`config.mk`:
```
export PLATFORM = sky130hd
export DESIGN_NAME = vga_sync_monitor_flat
export DESIGN_NICKNAME = d
export VERILOG_FILES = /design/src/rtl/vga_sync_monitor_if.sv /design/src/rtl/vga_sync_monitor.sv /design/src/flat_wrapper.sv
export SDC_FILE = /design/constraint.sdc
export NUM_CORES = 1
export LEC_CHECK = 0
export ABC_AREA = 0
export CAP_MARGIN = 40
export CORE_MARGIN = 2
export CORE_UTILIZATION = 30
export DETAILED_ROUTE_END_ITERATION = 6
export DONT_BUFFER_PORTS = 1
export GPL_TIMING_DRIVEN = 0
export PLACE_DENSITY_LB_ADDON = 0.25
export SYNTH_ARGS = -nofsm -noshare
export SYNTH_HDL_FRONTEND = slang
export SYNTH_SLANG_ARGS = --single-unit
```
`constraint.sdc`:
```
create_clock -name sys_clk -period 4.3 [get_ports sys_clk]
set_input_delay 0.43 -clock sys_clk [delete_from_list [all_inputs] [get_ports sys_clk]]
set_output_delay 0.43 -clock sys_clk [all_outputs]
set_load 0.02 [all_outputs]
```
`src/rtl/vga_sync_monitor_if.sv`:
```
// Pin-level bundle between the VGA display path (master) and vga_sync_monitor (slave):
// monitored sync/colour pins, probe coordinate, and the recovered status outputs.
interface vga_sync_monitor_if;
   logic        hsync;
   logic        vsync;
   logic [11:0] rgb;
   logic [9:0]  probe_x;
   logic [9:0]  probe_y;
   logic [9:0]  x;
   logic [9:0]  y;
   logic        pix_stb;
   logic        de;
   logic        locked;
   logic        h_err;
   logic        v_err;
   logic [7:0]  err_cnt;
   logic [15:0] frame_cnt;
   logic [11:0] probe_rgb;
   logic        probe_valid;
   logic [15:0] frame_crc;

   modport master (
      output hsync, vsync, rgb, probe_x, probe_y,
      input  x, y, pix_stb, de, locked, h_err, v_err, err_cnt, frame_cnt,
             probe_rgb, probe_valid, frame_crc
   );

   modport slave (
      input  hsync, vsync, rgb, probe_x, probe_y,
      output x, y, pix_stb, de, locked, h_err, v_err, err_cnt, frame_cnt,
             probe_rgb, probe_valid, frame_crc
   );
endinterface

```
`src/rtl/vga_sync_monitor.sv`:
```
// Recovers pixel coordinates from monitored VGA sync pins, checks line/frame timing and tracks lock.
// Optional per-frame CRC of active pixels is built only when VGA_MON_CRC_EN is defined.
module vga_sync_monitor #(
   parameter int H_DISP        = 640,
   parameter int H_FP          = 16,
   parameter int H_SYNC        = 96,
   parameter int H_BP          = 48,
   parameter int V_DISP        = 480,
   parameter int V_FP          = 10,
   parameter int V_SYNC        = 2,
   parameter int V_BP          = 33,
   parameter int CLK_PER_PIXEL = 4,
   parameter int LOCK_FRAMES   = 2
) (
   input  logic             sys_clk,
   input  logic             sys_rst_n,
   vga_sync_monitor_if.slave bus
);

   localparam int H_TOTAL = H_DISP + H_FP + H_SYNC + H_BP;
   localparam int V_TOTAL = V_DISP + V_FP + V_SYNC + V_BP;
   localparam int PH_W    = (CLK_PER_PIXEL > 2) ? $clog2(CLK_PER_PIXEL) : 1;

   localparam logic [PH_W-1:0] PH_LAST = PH_W'(CLK_PER_PIXEL - 1);
   localparam logic [PH_W-1:0] PH_MID  = PH_W'(CLK_PER_PIXEL / 2);
   localparam logic [9:0]      X_DISP  = 10'(H_DISP);
   localparam logic [9:0]      X_SYNC  = 10'(H_DISP + H_FP);
   localparam logic [9:0]      X_LAST  = 10'(H_TOTAL - 1);
   localparam logic [9:0]      Y_DISP  = 10'(V_DISP);
   localparam logic [9:0]      Y_SYNC  = 10'(V_DISP + V_FP);
   localparam logic [9:0]      Y_LAST  = 10'(V_TOTAL - 1);
   localparam logic [15:0]     H_PER_C = 16'(H_TOTAL * CLK_PER_PIXEL);
   localparam logic [15:0]     H_LOW_C = 16'(H_SYNC * CLK_PER_PIXEL);
   localparam logic [15:0]     V_TOT_C = 16'(V_TOTAL);
   localparam logic [15:0]     V_LOW_C = 16'(V_SYNC);
   localparam logic [7:0]      LOCK_C  = 8'(LOCK_FRAMES);

   typedef enum logic [1:0] {
      ST_UNLOCKED = 2'd0,
      ST_ACQUIRE  = 2'd1,
      ST_LOCKED   = 2'd2
   } state_t;

   function automatic logic [15:0] sat_inc16(input logic [15:0] v);
      return (v == 16'hFFFF) ? v : v + 16'd1;
   endfunction

   function automatic logic [7:0] sat_inc8(input logic [7:0] v);
      return (v == 8'hFF) ? v : v + 8'd1;
   endfunction

   // ---- stage p0/p1: input registers and edge detect ----
   logic        r_hs_p0, r_hs_p1;
   logic        r_vs_p0, r_vs_p1;
   logic [11:0] r_rgb_p0;
   logic        w_hs_fall, w_vs_fall;

   always_ff @(posedge sys_clk or negedge sys_rst_n) begin
      if (!sys_rst_n) begin
         r_hs_p0 <= 1'b1;
         r_hs_p1 <= 1'b1;
         r_vs_p0 <= 1'b1;
         r_vs_p1 <= 1'b1;
      end else begin
         r_hs_p0 <= bus.hsync;
         r_hs_p1 <= r_hs_p0;
         r_vs_p0 <= bus.vsync;
         r_vs_p1 <= r_vs_p0;
      end
   end

   always_ff @(posedge sys_clk) begin
      r_rgb_p0 <= bus.rgb;
   end

   assign w_hs_fall = r_hs_p1 & ~r_hs_p0;
   assign w_vs_fall = r_vs_p1 & ~r_vs_p0;

   // ---- internal pixel phase and coordinate recovery ----
   logic [PH_W-1:0] r_ph;
   logic [9:0]      r_xi, r_yi;
   logic            w_stb, w_ph_wrap, w_x_wrap;

   assign w_stb     = (r_ph == PH_MID);
   assign w_ph_wrap = (r_ph == PH_LAST);
   assign w_x_wrap  = (r_xi == X_LAST);

   always_ff @(posedge sys_clk or negedge sys_rst_n) begin
      if (!sys_rst_n) begin
         r_ph <= '0;
         r_xi <= '0;
         r_yi <= '0;
      end else begin
         if (w_hs_fall) begin
            r_ph <= '0;
            r_xi <= X_SYNC;
         end else if (w_ph_wrap) begin
            r_ph <= '0;
            r_xi <= w_x_wrap ? 10'd0 : r_xi + 10'd1;
         end else begin
            r_ph <= r_ph + 1'b1;
         end

         if (w_vs_fall)
            r_yi <= Y_SYNC;
         else if (!w_hs_fall && w_ph_wrap && w_x_wrap)
            r_yi <= (r_yi == Y_LAST) ? 10'd0 : r_yi + 10'd1;
      end
   end

   // ---- line timing check ----
   logic [15:0] r_h_per, r_h_low;
   logic        r_h_seen;
   logic        w_h_err;

   assign w_h_err = w_hs_fall && r_h_seen &&
                    ((r_h_per != H_PER_C) || (r_h_low != H_LOW_C));

   // Both counters restart at 1: the fall cycle itself is the first cycle of period and pulse.
   always_ff @(posedge sys_clk or negedge sys_rst_n) begin
      if (!sys_rst_n) begin
         r_h_per  <= '0;
         r_h_low  <= '0;
         r_h_seen <= 1'b0;
      end else if (w_hs_fall) begin
         r_h_per  <= 16'd1;
         r_h_low  <= 16'd1;
         r_h_seen <= 1'b1;
      end else begin
         r_h_per <= sat_inc16(r_h_per);
         if (!r_hs_p0)
            r_h_low <= sat_inc16(r_h_low);
      end
   end

   // ---- frame timing check ----
   logic [15:0] r_v_lines, r_v_low;
   logic        r_v_seen;
   logic        w_v_err;

   assign w_v_err = w_vs_fall && r_v_seen &&
                    ((r_v_lines != V_TOT_C) || (r_v_low != V_LOW_C));

   always_ff @(posedge sys_clk or negedge sys_rst_n) begin
      if (!sys_rst_n) begin
         r_v_lines <= '0;
         r_v_low   <= '0;
         r_v_seen  <= 1'b0;
      end else if (w_vs_fall) begin
         r_v_lines <= {15'd0, w_hs_fall};
         r_v_low   <= {15'd0, w_hs_fall};
         r_v_seen  <= 1'b1;
      end else if (w_hs_fall) begin
         r_v_lines <= sat_inc16(r_v_lines);
         if (!r_vs_p0)
            r_v_low <= sat_inc16(r_v_low);
      end
   end

   // ---- lock state machine ----
   state_t     r_state, w_state_nxt;
   logic [7:0] r_good, w_good_nxt;
   logic       w_err;

   assign w_err = w_h_err | w_v_err;

   always_ff @(posedge sys_clk or negedge sys_rst_n) begin
      if (!sys_rst_n) begin
         r_state <= ST_UNLOCKED;
         r_good  <= '0;
      end else begin
         r_state <= w_state_nxt;
         r_good  <= w_good_nxt;
      end
   end

   // An error coincident with a vs_fall always takes priority over progress toward lock.
   always_comb begin
      w_state_nxt = r_state;
      w_good_nxt  = r_good;
      case (r_state)
         ST_UNLOCKED: begin
            if (w_vs_fall && !w_err) begin
               w_state_nxt = ST_ACQUIRE;
               w_good_nxt  = 8'd0;
            end
         end
         ST_ACQUIRE: begin
            if (w_err) begin
               w_state_nxt = ST_UNLOCKED;
            end else if (w_vs_fall) begin
               w_good_nxt = r_good + 8'd1;
               if (w_good_nxt >= LOCK_C)
                  w_state_nxt = ST_LOCKED;
            end
         end
         ST_LOCKED: begin
            if (w_err)
               w_state_nxt = ST_UNLOCKED;
         end
         default: begin
            w_state_nxt = ST_UNLOCKED;
         end
      endcase
   end

   // ---- stage p1: registered outputs, probe capture ----
   logic w_locked_i, w_de_i, w_probe_hit;

   assign w_locked_i  = (r_state == ST_LOCKED);
   assign w_de_i      = w_locked_i && (r_xi < X_DISP) && (r_yi < Y_DISP);
   assign w_probe_hit = w_stb && w_locked_i &&
                        (r_xi == bus.probe_x) && (r_yi == bus.probe_y);

   logic [9:0]  r_x_p1, r_y_p1;
   logic        r_stb_p1, r_de_p1, r_locked_p1, r_h_err_p1, r_v_err_p1;
   logic [7:0]  r_err_cnt;
   logic [15:0] r_frame_cnt;
   logic [11:0] r_probe_rgb;
   logic        r_probe_vld_p1;

   always_ff @(posedge sys_clk or negedge sys_rst_n) begin
      if (!sys_rst_n) begin
         r_x_p1         <= '0;
         r_y_p1         <= '0;
         r_stb_p1       <= 1'b0;
         r_de_p1        <= 1'b0;
         r_locked_p1    <= 1'b0;
         r_h_err_p1     <= 1'b0;
         r_v_err_p1     <= 1'b0;
         r_err_cnt      <= '0;
         r_frame_cnt    <= '0;
         r_probe_rgb    <= '0;
         r_probe_vld_p1 <= 1'b0;
      end else begin
         r_x_p1         <= r_xi;
         r_y_p1         <= r_yi;
         r_stb_p1       <= w_stb;
         r_de_p1        <= w_de_i;
         r_locked_p1    <= w_locked_i;
         r_h_err_p1     <= w_h_err;
         r_v_err_p1     <= w_v_err;
         r_probe_vld_p1 <= w_probe_hit;
         if (w_locked_i && w_err)
            r_err_cnt <= sat_inc8(r_err_cnt);
         if (w_locked_i && w_vs_fall && !w_err)
            r_frame_cnt <= r_frame_cnt + 16'd1;
         if (w_probe_hit)
            r_probe_rgb <= r_rgb_p0;
      end
   end

   assign bus.x           = r_x_p1;
   assign bus.y           = r_y_p1;
   assign bus.pix_stb     = r_stb_p1;
   assign bus.de          = r_de_p1;
   assign bus.locked      = r_locked_p1;
   assign bus.h_err       = r_h_err_p1;
   assign bus.v_err       = r_v_err_p1;
   assign bus.err_cnt     = r_err_cnt;
   assign bus.frame_cnt   = r_frame_cnt;
   assign bus.probe_rgb   = r_probe_rgb;
   assign bus.probe_valid = r_probe_vld_p1;

`ifdef VGA_MON_CRC_EN
   // CRC-16-CCITT, 12 colour bits per active pixel, MSB first.
   function automatic logic [15:0] crc_step(input logic [15:0] c, input logic [11:0] d);
      logic [15:0] v;
      logic        fb;
      v = c;
      for (int i = 11; i >= 0; i--) begin
         fb = v[15] ^ d[i];
         v  = {v[14:0], 1'b0} ^ (fb ? 16'h1021 : 16'h0000);
      end
      return v;
   endfunction

   logic [15:0] r_crc, r_frame_crc;

   always_ff @(posedge sys_clk or negedge sys_rst_n) begin
      if (!sys_rst_n) begin
         r_crc       <= 16'hFFFF;
         r_frame_crc <= '0;
      end else if (w_vs_fall) begin
         r_crc <= 16'hFFFF;
         if (w_locked_i)
            r_frame_crc <= r_crc;
      end else if (w_stb && w_de_i) begin
         r_crc <= crc_step(r_crc, r_rgb_p0);
      end
   end

   assign bus.frame_crc = r_frame_crc;
`else
   assign bus.frame_crc = 16'd0;
`endif

endmodule

```
`src/flat_wrapper.sv`:
```
// flat-port wrapper written by rule: the top's interface ports become plain ports
module vga_sync_monitor_flat 
#(
   parameter int H_DISP        = 640,
   parameter int H_FP          = 16,
   parameter int H_SYNC        = 96,
   parameter int H_BP          = 48,
   parameter int V_DISP        = 480,
   parameter int V_FP          = 10,
   parameter int V_SYNC        = 2,
   parameter int V_BP          = 33,
   parameter int CLK_PER_PIXEL = 4,
   parameter int LOCK_FRAMES   = 2
)
  (sys_clk, sys_rst_n, bus_hsync, bus_vsync, bus_rgb, bus_probe_x, bus_probe_y, bus_x, bus_y, bus_pix_stb, bus_de, bus_locked, bus_h_err, bus_v_err, bus_err_cnt, bus_frame_cnt, bus_probe_rgb, bus_probe_valid, bus_frame_crc);
  vga_sync_monitor_if bus_i ();
  input  logic sys_clk;
  input  logic sys_rst_n;
  input wire logic [$bits(bus_i.hsync)-1:0] bus_hsync;
  input wire logic [$bits(bus_i.vsync)-1:0] bus_vsync;
  input wire logic [$bits(bus_i.rgb)-1:0] bus_rgb;
  input wire logic [$bits(bus_i.probe_x)-1:0] bus_probe_x;
  input wire logic [$bits(bus_i.probe_y)-1:0] bus_probe_y;
  output wire logic [$bits(bus_i.x)-1:0] bus_x;
  output wire logic [$bits(bus_i.y)-1:0] bus_y;
  output wire logic [$bits(bus_i.pix_stb)-1:0] bus_pix_stb;
  output wire logic [$bits(bus_i.de)-1:0] bus_de;
  output wire logic [$bits(bus_i.locked)-1:0] bus_locked;
  output wire logic [$bits(bus_i.h_err)-1:0] bus_h_err;
  output wire logic [$bits(bus_i.v_err)-1:0] bus_v_err;
  output wire logic [$bits(bus_i.err_cnt)-1:0] bus_err_cnt;
  output wire logic [$bits(bus_i.frame_cnt)-1:0] bus_frame_cnt;
  output wire logic [$bits(bus_i.probe_rgb)-1:0] bus_probe_rgb;
  output wire logic [$bits(bus_i.probe_valid)-1:0] bus_probe_valid;
  output wire logic [$bits(bus_i.frame_crc)-1:0] bus_frame_crc;
  assign bus_i.hsync = bus_hsync;
  assign bus_i.vsync = bus_vsync;
  assign bus_i.rgb = bus_rgb;
  assign bus_i.probe_x = bus_probe_x;
  assign bus_i.probe_y = bus_probe_y;
  assign bus_x = bus_i.x;
  assign bus_y = bus_i.y;
  assign bus_pix_stb = bus_i.pix_stb;
  assign bus_de = bus_i.de;
  assign bus_locked = bus_i.locked;
  assign bus_h_err = bus_i.h_err;
  assign bus_v_err = bus_i.v_err;
  assign bus_err_cnt = bus_i.err_cnt;
  assign bus_frame_cnt = bus_i.frame_cnt;
  assign bus_probe_rgb = bus_i.probe_rgb;
  assign bus_probe_valid = bus_i.probe_valid;
  assign bus_frame_crc = bus_i.frame_crc;
  vga_sync_monitor #(.H_DISP(H_DISP), .H_FP(H_FP), .H_SYNC(H_SYNC), .H_BP(H_BP), .V_DISP(V_DISP), .V_FP(V_FP), .V_SYNC(V_SYNC), .V_BP(V_BP), .CLK_PER_PIXEL(CLK_PER_PIXEL), .LOCK_FRAMES(LOCK_FRAMES)) u_core (.sys_clk(sys_clk), .sys_rst_n(sys_rst_n), .bus(bus_i));
endmodule
```
# Yosys cells after proc, flatten, opt, wreduce, memory -nomap -nowiden
# Index checks and enable logic that the tools add are counted.
# totals
output_inout_bits,78
elab_cells,135
input_bits,36
ff_bits,176
# classes
addsub,10
bitwise_logic,6
n_eq_ne,29
order_cmp,3
n_reduce_logical,30
muxes,30
# ops
cell,count
$mux W16,12
$add A16 B1 Y16 const B,5
$eq A16 B16 Y1 const B,4
$mux W10,6
$mux W8,3
$add A10 B1 Y10 const B,2
$eq A10 B10 Y1,2
$eq A10 B10 Y1 const B,2
$add A8 B1 Y8 const B,2
$ne A16 B10 Y1 const B,1
$ne A16 B12 Y1 const B,1
$ne A16 B2 Y1 const B,1
$ne A16 B9 Y1 const B,1
$pmux W8 S2,1
$logic_and A1 B1 Y1,15
$mux W2,7
$ne A2 B1 Y1 const B,7
$lt A10 B10 Y1 const B,1
$lt A10 B9 Y1 const B,1
$eq A8 B8 Y1 const B,1
$ge A8 B2 Y1 const B,1
$reduce_and A4 Y1,2
$reduce_bool A2 Y1,4
$eq A2 B2 Y1 const B,3
13 further kinds,23

# Depth between registers and ports, before layout
# Gate-level depths: netlist of the first run.
# depth
depth_word,9
mapped_depth,8
ltp_nobuf,8

# Worst setup path before layout of the first run
# No wires, ideal clock.
# synth_path
path_kind,flip-flop to flip-flop
from,register u_core.r_vs_p1
to,"register u_core.r_err_cnt[1], in the netlist u_core.bus.err_cnt[1]"
setup_time_ps,125
slack_ps,2227
t_arrival_ps,1949
synth_period_minus_slack_ps,2073
path_buffers,1
path_stages_with_launch,7
required_time_ps,4175
path_cell_list,dfstp_2 > clkbuf_1 > inv_1 > nor2_1 > o211ai_2 > a21boi_0 > mux2_2
# synth_between
elab_chain_cells,6
# synth_rtl
item,line,rtl
"start, declared",vga_sync_monitor.sv:54,"logic r_vs_p0, r_vs_p1;"
"start signal, assigned",vga_sync_monitor.sv:68,r_vs_p1 <= r_vs_p0;
$and A1 B1 Y1,vga_sync_monitor.sv:77,assign w_vs_fall = r_vs_p1 & ~r_vs_p0;
$logic_and A1 B1 Y1 (2 in series),vga_sync_monitor.sv:141,assign w_v_err = w_vs_fall && r_v_seen &&
$or A1 B1 Y1,vga_sync_monitor.sv:165,assign w_err = w_h_err | w_v_err;
$logic_and A1 B1 Y1,vga_sync_monitor.sv:244,if (w_locked_i && w_err)
$reduce_and A2 Y1 (no line),-,
"end signal, assigned",vga_sync_monitor.sv:245,r_err_cnt <= sat_inc8(r_err_cnt);
"end, declared",vga_sync_monitor.sv:217,logic [7:0] r_err_cnt;
# Every way passes these cells.
# A chain may end at the register's enable or synchronous reset.

# Final worst setup path of the first run
# layout_path
from,register u_core.r_hs_p1
to,register u_core.r_h_low[4]
# layout_between
elab_chain_cells,3
elab_cells_between_ends,5
cone_classes,2 x eq/ne; 1 x mux; 1 x bitwise; 1 x reduce/logical
# layout_rtl
item,line,rtl
"start, declared",vga_sync_monitor.sv:53,"logic r_hs_p0, r_hs_p1;"
"start signal, assigned",vga_sync_monitor.sv:66,r_hs_p1 <= r_hs_p0;
$and A1 B1 Y1 (*),vga_sync_monitor.sv:76,assign w_hs_fall = r_hs_p1 & ~r_hs_p0;
$ne A2 B2 Y1 (no line) / $ne A2 B1 Y1 (equally long branches),-,
$reduce_and A2 Y1 (no line),-,
"end signal, assigned",vga_sync_monitor.sv:132,r_h_low <= sat_inc16(r_h_low);
"end, declared",vga_sync_monitor.sv:112,"logic [15:0] r_h_per, r_h_low;"
# Mark *: on every way between the ends. The rest lies on a longest branch, timed or not.

==> results.txt, run 1 <==
----------------------------------------------------
[Floorplan]
  Number of primary I/O pins ... 114
  Die width ... about 170 um
  Row cnt ... 62
  Initial standard-cell utilization of the core ... 30.5%
  Placeable core region ... 28700 um^2
  Die Span Y ... approximately 170 um
  Die area ... just over 30000 um^2

[Pwr]
  Switching part of the total ... between 20% and 30%
  LEAKAGE ... between 4 and 5 nW
  Power per Cell Area ... 394 nW/um^2
  Maximum VDD drop ... ~0.00026 V
  Clock network fraction of total power ... around two fifths
  Portion of total power attributed to sequential cells ... a little under half
  Switching power ... around 1.1 mW
  Relative contribution of combinational cells to total power ... between 10% and 20%
  Design internal power ... approximately 2.9 mW

[Global route]
  Gr ovfl total ... 0
  Number of antenna violations at the first check in global routing ... 0
  Number of global-route vias before repair ... around 6500
  Largest net degree at the start of global routing ... roughly 170
  Total routing usage reported by global routing ... 14.4%
  First-pass GRT wire length ... roughly 35000 um

[Logic synthesis]
  Number of distinct standard cells referenced by the synthesized netlist ... 65
  Number of enable flip-flop cells after synthesis ... 0
  Post-synthesis sequential area ratio ... between 40% and 50%
  Area of the mapped netlist ... 8750 um^2
  Asr flop ratio synth ... ~93%
  Cell count after synthesis ... around 870
  Post-synth top area cell ... sky130_fd_sc_hd__dfrtp_1
  Commonest cells in the synthesized netlist ... 160 x sky130_fd_sc_hd__dfrtp_1, 80 x sky130_fd_sc_hd__nor2_1, 60 x sky130_fd_sc_hd__nand2_1
  Most repeated cell in the gate-level netlist after synthesis ... sky130_fd_sc_hd__dfrtp_1
  Largest cells by area after synthesis ... sky130_fd_sc_hd__dfrtp_1 46%, sky130_fd_sc_hd__xnor2_1 4.1%, sky130_fd_sc_hd__xor2_1 4.1%
  Synth warnings ... 0
  Per-instance average area after synthesis ... 10.1 um^2
  Number of synthesized register bits ... ~180
  Share of the synthesized area in the top cell type ... 45.8%
  Top FF cell, synth ... sky130_fd_sc_hd__dfrtp_1

[Worst hold path]
  Type of the tightest min-delay check ... input port to asynchronous set/reset pin

[Setup path]
  Critical path data required time ... approximately 4600 ps
  CP max FO ... 10
  Slack of the worst reg-to-reg path ... roughly 1600 ps
  Critical Setup Path Class ... flop to flop
  Type of element launching the critical path ... flop
  Endpoint kind of the worst setup timing path ... flop
  Worst Path Arrival ... around 3000 ps

[Layout]
  Finished layout cell area ... 10100 um^2
  Number of nets in the final layout ... 971
  Ant diodes ... 0
  Number of fillers in the final layout ... between 2000 and 3000
  End-of-flow core utilization ... between 30% and 40%
  Proportion of layout cells with a drive suffix above 1 ... 9.58%
  Layout-stage area growth over the synthesis result ... 15.1%

[Timing]
  Number of max-slew violations in the final report ... 0
  Final hold vios ... 0
  Worst clock skew on the final layout ... approximately 10 ps
  Final clock period utilization by the worst path ... 63.8%
  Fin crit period ... ~2700 ps
  Setup repair after global routing missed its margin ... false
  Normalized max-slew margin ... 46.0%
  Final setup vio count ... 0
  Slew at the pin closest to its max-slew limit ... slightly above 800 ps
  Worst hold-check slack ... roughly 51 ps
  Aggregate negative setup slack ... 0 ps
  Maximum achievable frequency ... 0.365 GHz

[Placed design]
  Final GP Congestion ... around 0.8
  Input/output buffers ... 0
  Cell area after placement ... around 9300 um^2
  Detailed Place HPWL ... ~15000 um

[Clock tree]
  Clock-pin slew on the worst setup and hold paths ... roughly 70 ps
  H-tree depth ... 4
  Maximum buffer depth of the clock tree ... 2
  Number of hold-repair buffers added at the cts stage ... 15
  Total number of clock tree sinks ... between 150 and 200
  Worst-Skew Late Latency ... around 430 ps
  Clock tree from TritonCTS ... done
  Number of buffers inserted by post-CTS setup repair ... 0
  Post-CTS sizing ... 0
  Clock buffers created by TritonCTS ... 17
  Cell chosen for the clock root ... sky130_fd_sc_hd__clkbuf_16

[Flow run]
  # Max-Cap Violations ... 0

[Route]
  Via density per instance ... approximately 5.1
  Drt pass-1 iters ... 5
  Remaining routing DRC violations ... 0
  Via count ... 6644
  Starting DRT DRC Count ... 456
  Wire length per cell ... approximately 16 um
  Detailed-route wire length ... 21500 um
  Post-route antenna net violation count ... 0

[Outcome]
  Status ... complete, no violations

----------------------------------------------------
==> cell usage in the layout, fill, tap and decap left out, types with 17 or more instances in the layout <==
| master | synthesis | layout |
|---|---|---|
| sky130_fd_sc_hd__clkbuf_1 | 26 | 27 |
| sky130_fd_sc_hd__nor2_1 | 80 | 80 |
| sky130_fd_sc_hd__dfrtp_1 | 160 | 160 |
| sky130_fd_sc_hd__o21ai_0 | 29 | 29 |
| sky130_fd_sc_hd__ha_1 | 17 | 17 |
| sky130_fd_sc_hd__nand2_1 | 60 | 60 |
| sky130_fd_sc_hd__xnor2_1 | 41 | 41 |
| sky130_fd_sc_hd__nor4_1 | 27 | 27 |
| sky130_fd_sc_hd__a21oi_1 | 36 | 36 |
| sky130_fd_sc_hd__nor3_1 | 22 | 22 |
| sky130_fd_sc_hd__xor2_1 | 41 | 41 |
| sky130_fd_sc_hd__and3_1 | 19 | 19 |
| sky130_fd_sc_hd__clkbuf_16 | 0 | 17 |
| sky130_fd_sc_hd__nand3_1 | 40 | 40 |
| sky130_fd_sc_hd__nand4_1 | 36 | 36 |
| sky130_fd_sc_hd__buf_4 | 17 | 18 |
| sky130_fd_sc_hd__inv_1 | 22 | 22 |
==> metal layers <==
layer	vias to the layer above	share of wire (%)	track usage [%]
met4	0	1.8	5.28
met1	3260	49	20.0
met3	24	3.3	2.68
li1	3230	-	-
met2	130	46	22.3
met5	-	0	0
==> flip-flops by register name, indices dropped and copies added, names as in the netlist, 8 cells and up <==
| signal | cells |
|---|---|
| u_core.bus.frame_cnt | 16 |
| u_core.r_h_low | 16 |
| u_core.r_h_per | 16 |
| u_core.r_v_lines | 16 |
| u_core.r_v_low | 16 |
| u_core.bus.probe_rgb | 12 |
| u_core.r_rgb_p0 | 12 |
| u_core.bus.x | 10 |
| u_core.bus.y | 10 |
| u_core.r_xi | 10 |
| u_core.r_yi | 10 |
| u_core.bus.err_cnt | 8 |
| u_core.r_good | 8 |
==> logic make-up (layout without fill, tap and decap cells) <==
| family | after synthesis | count (layout) | synth area share, % |
|---|---|---|---|
| AOI/OAI and AO/OA | 136 | 136 | 10.5 |
| muxes | 25 | 25 | 3.09 |
| xor gates and xnor gates | 83 | 83 | 8.40 |
| DFF | 176 | 176 | 49.7 |
| buffers and inverters | 76 | 122 | 4.09 |
| and+or+nand+nor | 354 | 354 | 21.7 |
| other | 1 | 16 | 0.0429 |
| adders and majority gates | 17 | 17 | 2.43 |
==> power groups by stage <==
stage          Sequential [mW]  Clock (mW)  Combinational [mW]
4_1_cts                   1.89        1.71               0.431
6_report                  1.89        1.65               0.424
5_1_grt                   1.91        1.77               0.490
2_1_floorplan             1.89           0               0.296
3_3_place_gp              1.92           0               0.379
3_5_place_dp              1.92           0               0.383
==> stage by stage <==
step | power [mW] | worst slack (ps) | cells
2_1_floorplan | 2.19 | 2230 | 883
3_3_place_gp | 2.30 | 1210 | 1267
3_5_place_dp | 2.31 | 1550 | 1268
4_1_cts | 4.04 | 1540 | 1313
5_1_grt | 4.17 | 1300 | 1313
6_report | 3.97 | 1560 | 1313
==> path summary, 6_finish.rpt <==
kind | start | end | cells past startpoint
setup / recovery | u_core.r_hs_p1 | u_core.r_h_low[4] | 5
hold / removal | sys_rst_n | u_core.r_h_seen | 1
setup reg to reg | u_core.r_hs_p1 | u_core.r_h_low[4] | 5
hold reg to reg | u_core.r_yi[5] | u_core.bus.y[5] | 0
max in group asynchronous | sys_rst_n | u_core.r_yi[3] | 1
min in group sys_clk | bus_probe_x[8] | u_core.bus.probe_valid | 2
==> worst max-delay path, cell delays in order, from the launching register on <==
cell,delay [ps]
sky130_fd_sc_hd__dfstp_2,580
sky130_fd_sc_hd__nor2b_1,390
sky130_fd_sc_hd__clkbuf_1,490
sky130_fd_sc_hd__clkbuf_1,600
sky130_fd_sc_hd__buf_1,440
sky130_fd_sc_hd__nor2_1,100
==> layout make-up <==
cell class              instances  area [um^2]  area share [%]
well taps                     384          480            4.77
clock buffers                  18          429            4.26
plain buffers                  52          268            2.66
inverters                      24         90.1           0.894
repair buffers                 16          175            1.74
multi-input cells             631         4100            40.7
clock inverters                12          184            1.83
flip-flops and latches        176         4350            43.2
Power figures use the tool's default switching activity.
==> run 2: changes to the inputs <==
==> constraint.sdc (replaced) <==
create_clock -name sys_clk -period 2.2 [get_ports sys_clk]
set_input_delay 0.22 -clock sys_clk [delete_from_list [all_inputs] [get_ports sys_clk]]
set_output_delay 0.22 -clock sys_clk [all_outputs]
set_load 0.02 [all_outputs]
==> run 2 against run 1 <==
The flow now finishes with violations (negative hold slack, negative setup slack); utilization is 2.8 points higher; sequential share of layout area is 3.0 points lower; largest cell class is now multi-input gates; die area stayed put; routed wire length is 5.1% higher; first-iteration DRC count is 14% higher; worst hold slack worse by 570 ps; non-clock buffer count is 40 higher; maximum frequency is 21% higher.
==> results.txt, run 2 (synthesized netlist as in run 1, its figures left out) <==
----------------------------------------------------
[Outcome]
  Status ... finished, violations left
  Failing checks ... negative hold slack, negative setup slack

[Setup path]
  CP max FO ... 4 (-6)
  Critical path data required time ... 2520 ps (-2080 ps)
  Endpoint kind of the worst setup timing path ... flop
  Critical Setup Path Class ... flop to flop
  Type of element launching the critical path ... flop
  Worst Path Arrival ... 2580 ps (-470 ps)

[Clock tree]
  Total number of clock tree sinks ... 176 (unchanged)
  Cell chosen for the clock root ... sky130_fd_sc_hd__clkbuf_16
  Clock-pin slew on the worst setup and hold paths ... 70 ps (about the same)
  Worst-Skew Late Latency ... 440 ps (about the same)
  Maximum buffer depth of the clock tree ... 2 (unchanged)
  Number of hold-repair buffers added at the cts stage ... 14 (-1)
  H-tree depth ... 4 (unchanged)
  Clock buffers created by TritonCTS ... 17 (unchanged)
  Clock tree from TritonCTS ... done

[Pwr]
  Clock network fraction of total power ... 40.6% (-1.1 points)
  Maximum VDD drop ... 0.000508 V (+97%)
  Switching part of the total ... 27.1% (-0.21 points)
  Overall Power ... 7.97 mW (+100%)
  Design internal power ... 5.81 mW (+100%)
  Switching power ... 2.16 mW (+99%)
  LEAKAGE ... 4.62 nW (+9.2%)
  Portion of total power attributed to sequential cells ... 46.4% (-1.2 points)
  Relative contribution of combinational cells to total power ... 13.0% (+2.3 points)
  Power per Cell Area ... 732 nW/um^2 (+86%)

[Flow run]
  # Max-Cap Violations ... 0 (unchanged)

[Timing]
  Final hold vios ... 164 (+164)
  Number of max-slew violations in the final report ... 0 (unchanged)
  Setup repair after global routing missed its margin ... true
  Maximum achievable frequency ... 0.443 GHz (+21%)
  Final clock period utilization by the worst path ... 103% (+39 points)
  Aggregate negative setup slack ... -57.7 ps (-57.7 ps)
  Worst clock skew on the final layout ... 11.1 ps (+0.817 ps)
  Normalized max-slew margin ... 59.4% (+13 points)
  Slew at the pin closest to its max-slew limit ... 603 ps (-206 ps)
  PnR worst setup slack ... -57.7 ps (-1620 ps)
  Final setup vio count ... 1 (+1)
  Fin crit period ... 2260 ps (-485 ps)
  Worst hold-check slack ... -516 ps (-567 ps)

[Placed design]
  Detailed Place HPWL ... 14700 um (unchanged)
  Input/output buffers ... 0 (unchanged)
  Placed instance count ... 1268 (unchanged)
  Place WS ... -553 ps (-2100 ps)
  Final GP Congestion ... 0.798 (unchanged)
  Cell area after placement ... 9290 um^2 (unchanged)

[Global route]
  Gr ovfl total ... 0 (unchanged)
  Largest net degree at the start of global routing ... 165 (unchanged)
  Total routing usage reported by global routing ... 14.9% (+0.46 points)
  Met2 track demand over resource in global routing ... 23.5% (+1.2 points)
  Met1 track utilization from global routing ... 20.3% (+0.30 points)
  First-pass GRT wire length ... 36300 um (+3.3%)
  Number of antenna violations at the first check in global routing ... 0 (unchanged)
  Layer carrying the most global-route usage ... met2
  Number of global-route vias before repair ... 6712 (+3.8%)
  Met3 GRT Util ... 2.59% (-0.087 points)

[Floorplan]
  Row cnt ... 62 (unchanged)
  Die Span Y ... 175 um (unchanged)
  Placeable core region ... 28700 um^2 (unchanged)
  Die width ... 175 um (unchanged)
  Initial standard-cell utilization of the core ... 30.5% (unchanged)
  Number of primary I/O pins ... 114 (unchanged)
  Die area ... 30500 um^2 (unchanged)

[Route]
  Via count ... 6846 (+3.0%)
  Remaining routing DRC violations ... 0 (unchanged)
  Post-route antenna net violation count ... 0 (unchanged)
  Detailed-route wire length ... 22600 um (+5.1%)
  Starting DRT DRC Count ... 518 (+14%)
  Wire length per cell ... 16.7 um (+2.0%)
  Drt pass-1 iters ... 4 (-1)
  Via density per instance ... 5.06 (about the same)

[Layout]
  Layout-stage area growth over the synthesis result ... 24.4%
  Number of nets in the final layout ... 1011 (+4.1%)
  Post-Layout Cell Count ... 1353 (+3.0%)
  Top library cells by usage in the layout, fill and taps aside ... 145 x sky130_fd_sc_hd__dfrtp_1, 78 x sky130_fd_sc_hd__nor2_1, 60 x sky130_fd_sc_hd__nand2_1
  End-of-flow core utilization ... 37.9% (+2.8 points)
  Proportion of layout cells with a drive suffix above 1 ... 21.1% (+11 points)
  Number of fillers in the final layout ... 2851 (-2.2%)
  Ant diodes ... 0 (unchanged)
  Finished layout cell area ... 10900 um^2 (+8.0%)
  Most common library cell in the layout ignoring fill and taps ... sky130_fd_sc_hd__dfrtp_1

[Worst hold path]
  Type of the tightest min-delay check ... input port to asynchronous set/reset pin

----------------------------------------------------
==> run 2: changes by cell type in the layout (fill, tap and decap cells not counted), sizes merged <==
cell    previous run  this run
buf               28        76
clkbuf            44        36
==> run 2: layout make-up <==
cell class	count	area, um^2	share of cell area (%)
multi-input cells	631	4470	41.1
flip-flops and latches	176	4370	40.1
repair buffers	64	568	5.22
well taps	384	480	4.42
clock buffers	18	429	3.94
plain buffers	44	283	2.60
clock inverters	12	184	1.69
inverters	24	100	0.920
==> run 2: worst paths after layout <==
| path | startpoint | to | slack, ps | cells past startpoint |
|---|---|---|---|---|
| max | u_core.r_h_low[0] | u_core.bus.frame_cnt[15] | -60 | 9 |
| min | sys_rst_n | u_core.bus.y[5] | -520 | 0 |
| max reg2reg | u_core.r_h_low[0] | u_core.bus.frame_cnt[15] | -60 | 9 |
| min reg2reg | u_core.r_vs_p0 | u_core.r_vs_p1 | 420 | 0 |
| max in group asynchronous | sys_rst_n | u_core.r_vs_p1 | 2420 | 0 |
| min in group sys_clk | bus_probe_x[8] | u_core.bus.probe_valid | 110 | 2 |
==> run 2: timing repair <==
item / CTS / global route
cloned: 0 / 1
endpoints found under the hold margin: 178 / 164
pin swaps: 14 / 23
resized for setup: 50 / 73
endpoints found under the setup margin: 117 / 68
setup buffers: 33 / 18
==> run 2: metal layers <==
layer	share of wire (%)	routed length, um	vias to the layer above
met3	3.0	666	22
met1	48	10800	3386
met5	0	0	-
met2	47	10700	131
li1	-	-	3307
met4	1.5	340	0
==> run 2: worst max-delay path, stage by stage, from the launching register on <==
cell and delay [ps]:
sky130_fd_sc_hd__dfrtp_1 380, sky130_fd_sc_hd__inv_1 80, sky130_fd_sc_hd__ha_2 180, sky130_fd_sc_hd__nor4b_4 190, sky130_fd_sc_hd__nand4_1 210, sky130_fd_sc_hd__o211ai_4 250, sky130_fd_sc_hd__buf_12 150, sky130_fd_sc_hd__inv_8 40
sky130_fd_sc_hd__or4_4 510, sky130_fd_sc_hd__xnor2_2 140
==> run 2: power groups by stage <==
stage | combinational (mW) | clock [mW] | sequential, mW
final | 1.04 | 3.24 | 3.69
after global placement | 0.740 | 0 | 3.75
after global routing | 1.17 | 3.47 | 3.72
after detailed placement | 0.748 | 0 | 3.76
after CTS | 0.918 | 3.35 | 3.68
after floorplan | 0.578 | 0 | 3.70
==> run 3: changes to the inputs <==
--- a/config.mk
+++ b/config.mk
@@ -12,7 +12,7 @@
 export DETAILED_ROUTE_END_ITERATION = 6
 export DONT_BUFFER_PORTS = 1
 export GPL_TIMING_DRIVEN = 0
-export PLACE_DENSITY_LB_ADDON = 0.25
+export PLACE_DENSITY = 0.49
 export SYNTH_ARGS = -nofsm -noshare
 export SYNTH_HDL_FRONTEND = slang
 export SYNTH_SLANG_ARGS = --single-unit
==> run 3 against run 2 <==
The run still ends with negative hold slack, negative setup slack left; die area stayed put; worst hold slack worse by 5.4 ps; combinational power is 16% lower; via count is 2.1% lower; sequential share of layout area is 1.2 points higher; non-clock buffer count is 27 lower; cell count is 1.8% lower; worst setup slack worse by 5.2 ps; design area is 3.0% lower; flip-flop and latch count stayed put; register-to-register slack hardly changed; clock skew is 0.88 ps lower.
==> results.txt, run 3 (synthesized netlist as in run 1, its figures left out) <==
----------------------------------------------------
[Route]
  Highest routed metal layer ... met4
  Detailed-route wire length ... 22000 um (-2.5%)
  Starting DRT DRC Count ... 404 (-22%)
  Remaining routing DRC violations ... 0 (unchanged)
  Met3 Routed Length ... 694 um (+4.2%)
  Length of routed wiring on met1 ... 10600 um (-2.7%)
  Drt pass-1 iters ... 4 (unchanged)
  Wire length per cell ... 16.6 um (-0.71%)
  Via count ... 6701 (-2.1%)
  Via density per instance ... 5.05 (-0.28%)
  Post-route antenna net violation count ... 0 (unchanged)
  DR WL met2 ... 10400 um (-3.0%)

[Timing]
  Final setup vio count ... 4 (+3)
  Worst clock skew on the final layout ... 10.2 ps (-0.884 ps)
  Worst hold-check slack ... -522 ps (-5.38 ps)
  Normalized max-slew margin ... 55.2% (-4.2 points)
  Final clock period utilization by the worst path ... 103% (+0.24 points)
  Number of max-slew violations in the final report ... 0 (unchanged)
  Setup repair after global routing missed its margin ... true
  Maximum achievable frequency ... 0.442 GHz (-0.23%)
  Fin crit period ... 2260 ps (+5.17 ps)
  PnR worst setup slack ... -62.9 ps (-5.17 ps)
  Slew at the pin closest to its max-slew limit ... 656 ps (+52.1 ps)
  Final hold vios ... 164 (unchanged)
  Aggregate negative setup slack ... -101 ps (-43.5 ps)

[Setup path]
  Worst setup path endpoint ... u_core.bus.frame_cnt[15]
  CP max FO ... 9 (+5)
  Worst setup path start ... u_core.r_vs_p1
  Slack of the worst reg-to-reg path ... -60 ps (about the same)
  Worst Path Arrival ... 2580 ps (about the same)
  Type of element launching the critical path ... flop
  Critical path data required time ... 2520 ps (about the same)
  Endpoint kind of the worst setup timing path ... flop
  Critical Setup Path Class ... flop to flop
  Crit Reg-Reg Endpoint ... u_core.bus.frame_cnt[15]
  Crit Reg-Reg Startpoint ... u_core.r_vs_p1
  Worst-case reg-to-reg path depth ... 5 (-4)

[Layout]
  End-of-flow core utilization ... 36.8% (-1.2 points)
  Proportion of layout cells with a drive suffix above 1 ... 17.7% (-3.4 points)
  Finished layout cell area ... 10600 um^2 (-3.0%)
  Most common library cell in the layout ignoring fill and taps ... sky130_fd_sc_hd__dfrtp_1
  Top library cells by usage in the layout, fill and taps aside ... 146 x sky130_fd_sc_hd__dfrtp_1, 78 x sky130_fd_sc_hd__nor2_1, 59 x sky130_fd_sc_hd__nand2_1
  Number of nets in the final layout ... 984 (-2.7%)
  Ant diodes ... 0 (unchanged)
  Layout-stage area growth over the synthesis result ... 20.6%

[Placed design]
  Input/output buffers ... 0 (unchanged)
  Detailed Place HPWL ... 14700 um (-0.22%)
  Cell area after placement ... 9280 um^2 (about the same)
  Final GP Congestion ... 0.797 (-0.15%)

[Floorplan]
  Number of primary I/O pins ... 114 (unchanged)
  Die width ... 175 um (unchanged)
  Placeable core region ... 28700 um^2 (unchanged)
  Die Span Y ... 175 um (unchanged)
  Row cnt ... 62 (unchanged)
  Initial standard-cell utilization of the core ... 30.5% (unchanged)
  Die area ... 30500 um^2 (unchanged)

[Clock tree]
  Total number of clock tree sinks ... 176 (unchanged)
  H-tree depth ... 4 (unchanged)
  Number of hold-repair buffers added at the cts stage ... 14 (unchanged)
  Clock tree from TritonCTS ... done
  Clock-pin slew on the worst setup and hold paths ... 70 ps (about the same)
  Cell chosen for the clock root ... sky130_fd_sc_hd__clkbuf_16
  Worst-Skew Late Latency ... 430 ps (about the same)
  Maximum buffer depth of the clock tree ... 2 (unchanged)
  Clock buffers created by TritonCTS ... 17 (unchanged)

[Outcome]
  Failing checks ... negative hold slack, negative setup slack
  Status ... finished, violations left

[Global route]
  First-pass GRT wire length ... 36500 um (+0.55%)
  Total routing usage reported by global routing ... 14.9% (+0.042 points)
  Gr ovfl total ... 0 (unchanged)
  Number of global-route vias before repair ... 6696 (-0.24%)
  Largest net degree at the start of global routing ... 165 (unchanged)
  Number of antenna violations at the first check in global routing ... 0 (unchanged)

[Pwr]
  Switching part of the total ... 27.6% (+0.50 points)
  Design internal power ... 5.65 mW (-2.6%)
  Relative contribution of combinational cells to total power ... 11.2% (-1.8 points)
  LEAKAGE ... 4.47 nW (-3.3%)
  Clock network fraction of total power ... 41.3% (+0.7 points)
  Portion of total power attributed to sequential cells ... 47.4% (+1.0 points)
  Power per Cell Area ... 741 nW/um^2 (+1.1%)
  Maximum VDD drop ... 0.000378 V (-26%)
  Switching power ... 2.16 mW (-0.14%)

[Worst hold path]
  Type of the tightest min-delay check ... input port to asynchronous set/reset pin

[Flow run]
  # Max-Cap Violations ... 0 (unchanged)

----------------------------------------------------
[run 3: cell count changes in the layout (fill, tap and decap cells not counted), moves of 3 or more]
cell,before,now
sky130_fd_sc_hd__buf_4,58,36
sky130_fd_sc_hd__mux2_4,11,3
sky130_fd_sc_hd__ha_2,3,0
sky130_fd_sc_hd__nor4_2,8,5
sky130_fd_sc_hd__xor2_2,4,0
sky130_fd_sc_hd__buf_6,7,2
sky130_fd_sc_hd__ha_1,13,17
sky130_fd_sc_hd__inv_1,18,21
sky130_fd_sc_hd__mux2_2,5,13
sky130_fd_sc_hd__xor2_1,37,41
[run 3: how the worst min path moves through the flow]
stage	start	to	slack (ps)	depth (start not counted)
finish	sys_rst_n	u_core.bus.y[6]	-520	0
global route	sys_rst_n	u_core.bus.y[5]	-550	0
CTS	sys_rst_n	u_core.bus.y[6]	-540	0
detailed placement	sys_rst_n	u_core.r_yi[7]	-60	0
global placement	sys_rst_n	u_core.bus.y[6]	-70	0
floorplan	sys_rst_n	u_core.bus.de	-80	0
[run 3: metrics by stage]
stage / total power [mW] / hold slack [ps] / setup slack [ps] / std cells
after detailed placement: 4.51 / -64.6 / -558 / 1267
after CTS: 7.91 / -541 / -48.3 / 1323
final: 7.81 / -522 / -62.9 / 1328
after floorplan: 4.28 / -75.6 / 127 / 883
after global routing: 8.22 / -545 / -185 / 1328
after global placement: 4.50 / -68.4 / -540 / 1267
[run 3: critical path, cell delays in order, from the launching register on]
cell	delay [ps]
sky130_fd_sc_hd__dfstp_2	650
sky130_fd_sc_hd__nor4bb_1	280
sky130_fd_sc_hd__buf_2	270
sky130_fd_sc_hd__nand3_1	250
sky130_fd_sc_hd__or4_4	560
sky130_fd_sc_hd__xnor2_2	140
[run 3: cell type report]
cell class / count / area, um^2
multi-input cells: 631 / 4370
inverters: 24 / 90.1
flip-flops and latches: 176 / 4370
plain buffers: 45 / 285
clock inverters: 13 / 174
well taps: 384 / 480
fillers: 2884 / 18200
repair buffers: 36 / 343
clock buffers: 19 / 443
[run 3: what timing repair did]
item                       CTS  global route
gates resized for setup     40            53
setup buffers               13             8
pin swaps                    9            15
hold endpoints to repair   178           164
setup endpoints to repair  114            71
gates cloned                 0             1
[run 3: routing by layer]
| layer | vias to the layer above | global-route usage, % |
|---|---|---|
| met3 | 18 | 2.96 |
| met2 | 100 | 23.8 |
| met1 | 3327 | 20.4 |
| met5 | - | 0 |
| li1 | 3256 | - |
| met4 | 0 | 4.41 |
[run 3: power groups by stage]
| stage | Clock, mW | Sequential, mW | Combinational [mW] |
|---|---|---|---|
| after CTS | 3.36 | 3.70 | 0.849 |
| final | 3.23 | 3.70 | 0.878 |
| after global routing | 3.48 | 3.74 | 0.996 |
| after floorplan | 0 | 3.70 | 0.578 |
| after global placement | 0 | 3.76 | 0.744 |
| after detailed placement | 0 | 3.76 | 0.748 |
